## src/rtl/wrr_prio_if.sv

```systemverilog
// wrr_prio_if: priority-update, commit and grant signals between the WRR arbiter and its weight table.
interface wrr_prio_if #(
    parameter int N_REQ  = 32,
    parameter int PRIO_W = 4,
    parameter int ID_W   = 5
);
    logic                    prio_upt;
    logic [ID_W-1:0]         prio_id;
    logic [PRIO_W-1:0]       prio;
    logic                    round_end;
    logic                    grant_vld;
    logic [ID_W-1:0]         grant_id;
    logic [N_REQ*PRIO_W-1:0] prio_active;
    logic [N_REQ-1:0]        credit_nz;
    logic                    upt_pending;
    logic [7:0]              err_cnt;
    modport master (
        output prio_upt, prio_id, prio, round_end, grant_vld, grant_id,
        input  prio_active, credit_nz, upt_pending, err_cnt
    );
    modport slave (
        input  prio_upt, prio_id, prio, round_end, grant_vld, grant_id,
        output prio_active, credit_nz, upt_pending, err_cnt
    );
endinterface

```

## src/rtl/wrr_prio_table.sv

```systemverilog
// wrr_prio_table: shadow/committed weight table with per-requester credit counters for a WRR arbiter.
module wrr_prio_table #(
    parameter int N_REQ        = 32,
    parameter int PRIO_W       = 4,
    parameter int ID_W         = 5,
    parameter int DEFAULT_PRIO = 1
) (
    input logic        clk,
    input logic        rst,
    wrr_prio_if.slave  bus
);
    localparam logic [ID_W:0]     N_LIM = (ID_W+1)'(N_REQ);
    localparam logic [PRIO_W-1:0] DEF   = PRIO_W'(DEFAULT_PRIO);
    logic [PRIO_W-1:0] shadow [N_REQ];
    logic [PRIO_W-1:0] active [N_REQ];
    logic [PRIO_W-1:0] credit [N_REQ];
    logic [N_REQ-1:0]  pending;
    logic [7:0]        err_q;
    logic              upt_ok;
    logic              gnt_ok;
    logic              upt_bad;
    assign upt_ok  = bus.prio_upt && ({1'b0, bus.prio_id} < N_LIM);
    assign upt_bad = bus.prio_upt && !({1'b0, bus.prio_id} < N_LIM);
    assign gnt_ok  = bus.grant_vld && ({1'b0, bus.grant_id} < N_LIM);
    // Commit reads pre-edge shadow/pending, so a same-cycle write lands for the next round.
    always_ff @(posedge clk or posedge rst) begin
        if (rst) begin
            for (int i = 0; i < N_REQ; i++) begin
                shadow[i] <= DEF;
                active[i] <= DEF;
                credit[i] <= DEF;
            end
            pending <= '0;
            err_q   <= '0;
        end else begin
            for (int i = 0; i < N_REQ; i++) begin
                if (upt_ok && bus.prio_id == ID_W'(i))
                    shadow[i] <= bus.prio;
                if (bus.round_end && pending[i])
                    active[i] <= shadow[i];
                if (bus.round_end)
                    credit[i] <= pending[i] ? shadow[i] : active[i];
                else if (gnt_ok && bus.grant_id == ID_W'(i) && credit[i] != '0)
                    credit[i] <= credit[i] - 1'b1;
                pending[i] <= (upt_ok && bus.prio_id == ID_W'(i)) ? 1'b1 :
                              bus.round_end ? 1'b0 : pending[i];
            end
            if (upt_bad && err_q != 8'hFF)
                err_q <= err_q + 8'd1;
        end
    end
    for (genvar g = 0; g < N_REQ; g++) begin : g_out
        assign bus.prio_active[g*PRIO_W +: PRIO_W] = active[g];
        assign bus.credit_nz[g] = |credit[g];
    end
    assign bus.upt_pending = |pending;
    assign bus.err_cnt     = err_q;
endmodule

```

## src/flat_wrapper.sv

```systemverilog
// flat-port wrapper written by rule: the top's interface ports become plain ports
module wrr_prio_table_flat 
#(
    parameter int N_REQ        = 32,
    parameter int PRIO_W       = 4,
    parameter int ID_W         = 5,
    parameter int DEFAULT_PRIO = 1
)
  (clk, rst, bus_prio_upt, bus_prio_id, bus_prio, bus_round_end, bus_grant_vld, bus_grant_id, bus_prio_active, bus_credit_nz, bus_upt_pending, bus_err_cnt);
  wrr_prio_if #(.N_REQ(N_REQ), .PRIO_W(PRIO_W), .ID_W(ID_W)) bus_i ();
  input logic clk;
  input logic rst;
  input wire logic [$bits(bus_i.prio_upt)-1:0] bus_prio_upt;
  input wire logic [$bits(bus_i.prio_id)-1:0] bus_prio_id;
  input wire logic [$bits(bus_i.prio)-1:0] bus_prio;
  input wire logic [$bits(bus_i.round_end)-1:0] bus_round_end;
  input wire logic [$bits(bus_i.grant_vld)-1:0] bus_grant_vld;
  input wire logic [$bits(bus_i.grant_id)-1:0] bus_grant_id;
  output wire logic [$bits(bus_i.prio_active)-1:0] bus_prio_active;
  output wire logic [$bits(bus_i.credit_nz)-1:0] bus_credit_nz;
  output wire logic [$bits(bus_i.upt_pending)-1:0] bus_upt_pending;
  output wire logic [$bits(bus_i.err_cnt)-1:0] bus_err_cnt;
  assign bus_i.prio_upt = bus_prio_upt;
  assign bus_i.prio_id = bus_prio_id;
  assign bus_i.prio = bus_prio;
  assign bus_i.round_end = bus_round_end;
  assign bus_i.grant_vld = bus_grant_vld;
  assign bus_i.grant_id = bus_grant_id;
  assign bus_prio_active = bus_i.prio_active;
  assign bus_credit_nz = bus_i.credit_nz;
  assign bus_upt_pending = bus_i.upt_pending;
  assign bus_err_cnt = bus_i.err_cnt;
  wrr_prio_table #(.N_REQ(N_REQ), .PRIO_W(PRIO_W), .ID_W(ID_W), .DEFAULT_PRIO(DEFAULT_PRIO)) u_core (.clk(clk), .rst(rst), .bus(bus_i));
endmodule
```

## config.mk

```make
export PLATFORM = sky130hd
export DESIGN_NAME = wrr_prio_table_flat
export DESIGN_NICKNAME = d
export VERILOG_FILES = /design/src/rtl/wrr_prio_if.sv /design/src/rtl/wrr_prio_table.sv /design/src/flat_wrapper.sv
export SDC_FILE = /design/constraint.sdc
export NUM_CORES = 1
export LEC_CHECK = 0
export CAP_MARGIN = 20
export CORE_UTILIZATION = 55
export CTS_BUF_LIST = sky130_fd_sc_hd__clkbuf_8
export CTS_CLUSTER_DIAMETER = 120
export DETAILED_ROUTE_END_ITERATION = 10
export GPL_TIMING_DRIVEN = 1
export PLACE_DENSITY_LB_ADDON = 0.2
export SLEW_MARGIN = 10
export SYNTH_ARGS = -nofsm -noshare
export SYNTH_HDL_FRONTEND = slang
export SYNTH_SLANG_ARGS = --single-unit
export TNS_END_PERCENT = 20
```

## constraint.sdc

```tcl
create_clock -name clk -period 32.9 [get_ports clk]
set_input_delay 6.58 -clock clk [delete_from_list [all_inputs] [get_ports clk]]
set_output_delay 6.58 -clock clk [all_outputs]
set_load 0.02 [all_outputs]
```

==> reports/metrics.yaml <==
clk_pin_slew_ns: 0.06
powerDensity_mw_per_mm2: 61.4
worstMarginPinSlew_ns: 1.20
vias_per_cell: 6.04
top_usage_layer: "met2"
die_x_um: 196
worstPathMaxFanout: 10
ir_drop_mv: 0.0350
fillers: 2848
cts_tree: "done"
grt_pass1_wl_mm: 85.2
fin_util_pct: 65.6
layout.nets: 2032
cts_resized: 0
async_flop_share_pct: 100
grt_util_met1_pct: 39.1
clkSinkCount: 416
htreeDepth: 3
finalHoldViolations: 0
setup-tns-final_ns: 0
syn2layout_area_growth_pct: 16.6
synth.most_common_cell: "dfrtp_1"
crit_start: "u_core.pending[25]"
cts_setup_buffers: 0
status: "completed"
rsz0062_at_grt: "false"
core_area_sq_mm: 0.0368
routedWlPerCell_um: 21.6
drt_wl_total_mm: 54.2
r2r-start: "u_core.credit[37]"
hpwlAfterDp_mm: 36.1
synth-main-ff-cell: "dfrtp_1"
hold_buffers: 0
end_kind: "output port"
synth-edff-count: 0
chipHeight_um: 196
cts_max_path_buffers: 3
min_period_over_period_pct: 29.2
clk_latency_ns: 0.62
cap_violations: 0
path_class: "reg -> out"
p_leak_nw: 10.4
track_usage_pct: 28.6
yosysTopAreaCell: "dfrtp_1"
synth.top_cell.area_share_pct: 38.7
drv_slew: 0
synth_cells: 1825
relSlewSlack_pct: 19.9
via_count: 15200
initial_core_util_pct: 56.3
port_buffers: 179
fin_crit_ns: 9.61
ys_types: 66
drive_above_1_share_pct: 27.1
synth_warnings: 0
io_pins: 188
dr.pass1.iters: 6
synth_top_cells_by_area: "dfrtp_1, mux2_2, dfstp_2"
drc_errors: 0
num_antenna_cells: 0
row_count: 70
grt-ovfl-total: 0
drt_iter0_markers: 1093
hp-start: "u_core.shadow[126]"
finalClockSkew_ns: 0.0299
gp_congestion: 0.827
cp.required_ns: 26.32
syn-cell-area_sq_mm: 0.0207
fmax_ghz: 0.104
ys_ff_latch: 416
startpoint_type: "register"
die_area_sq_mm: 0.0384
grt_max_degree: 139
synth_common_cells: "dfrtp_1, mux2_2, inv_1, nand2_1, dfstp_2"
grt_pass1_vias: 15400
cts_made_buffers: 71
hold_path.class: "reg -> reg"
root_buffer: "clkbuf_8"
avgSynthCellArea_sq_um: 11.3
drtAntennaViolNets: 0
synth-seq-area-share_pct: 50.9
finalSetupViolCount: 0
worstPathArrival_ns: 3.03
antenna_found_initial: 0
met2_usage_pct: 46.8
use_met3_pct: 4.66
-- routing by layer --
| layer | share of wire (%) | wire length (um) |
|---|---|---|
| met1 | 44 | 23700 |
| met2 | 48 | 26200 |
| met3 | 5.8 | 3120 |
| met4 | 2.2 | 1220 |
| met5 | 0 | 0 |
-- layout by cell type (no fill, tap or decap), types with 36 or more instances in the layout --
cell / netlist / layout
nor2_1: 66 / 66
inv_1: 117 / 145
clkdlybuf4s50_1: 0 / 174
nor2b_1: 47 / 47
nand3_1: 39 / 39
dfrtp_1: 320 / 320
mux2i_1: 95 / 95
a21oi_1: 56 / 56
dfstp_2: 96 / 96
clkbuf_8: 0 / 90
mux2_2: 290 / 290
nand2_1: 99 / 99
o21ai_0: 61 / 61
nor3_1: 36 / 36
-- sequential cells by signal, indices dropped and copies added, names as in the netlist --
name	count
u_core.credit	128
u_core.pending	32
u_core.shadow	128
u_core.bus.prio_active	128
-- cell families after synthesis --
family	share of synthesized area [%]
and+or+nand+nor	11.9
DFF	50.9
muxes	20.4
AOI/OAI and AO/OA	9.12
buffers and inverters	4.49
adders and majority gates	1.93
xor gates and xnor gates	1.27
other	0.0181
-- worst max-delay path, cell delays in order (launching register included) --
cell and delay, ns:
dfrtp_1 0.51, nor4_1 0.67, nand4_1 0.31, or2_2 0.40, clkdlybuf4s50_1 0.55
-- power breakdown --
part,switching (mW),internal [mW]
clock,0.211,0.254
combinational,0.171,0.167
sequential,0.0712,0.607
-- final cells by class --
class                   instances  area, sq um  share of cell area, %
flip-flops and latches        416        10500                   43.6
multi-input cells            1184         9260                   38.4
repair buffers                191         1860                   7.72
clock buffers                  90         1240                   5.13
well taps                     468          586                   2.43
inverters                     117          448                   1.86
clock inverters                41          203                  0.840
-- stage by stage --
| stage | setup WS, ns | cell area, sq um | total power, mW | hold WS, ns | instances |
|---|---|---|---|---|---|
| floorplan | 14.90 | 20700 | 0.885 | 0.487 | 1832 |
| global placement | 23.15 | 22700 | 1.01 | 0.504 | 2375 |
| detailed placement | 23.10 | 22700 | 1.02 | 0.509 | 2376 |
| CTS | 23.33 | 24100 | 1.49 | 0.516 | 2507 |
| global route | 23.25 | 24100 | 1.55 | 0.535 | 2507 |
| finish | 23.29 | 24100 | 1.48 | 0.517 | 2507 |
-- path summary, 6_finish.rpt --
check | slack (ns) | cells past startpoint | to
min in group asynchronous | 6.61 | 2 | u_core.bus.prio_active[43]
max | 23.29 | 4 | bus_upt_pending
min reg2reg | 0.52 | 1 | u_core.bus.prio_active[2]
min | 0.52 | 1 | u_core.bus.prio_active[2]
max in group asynchronous | 23.84 | 4 | u_core.credit[10]
max reg2reg | 30.95 | 6 | u_core.credit[37]
No activity file was read; power rests on OpenSTA's default activity.
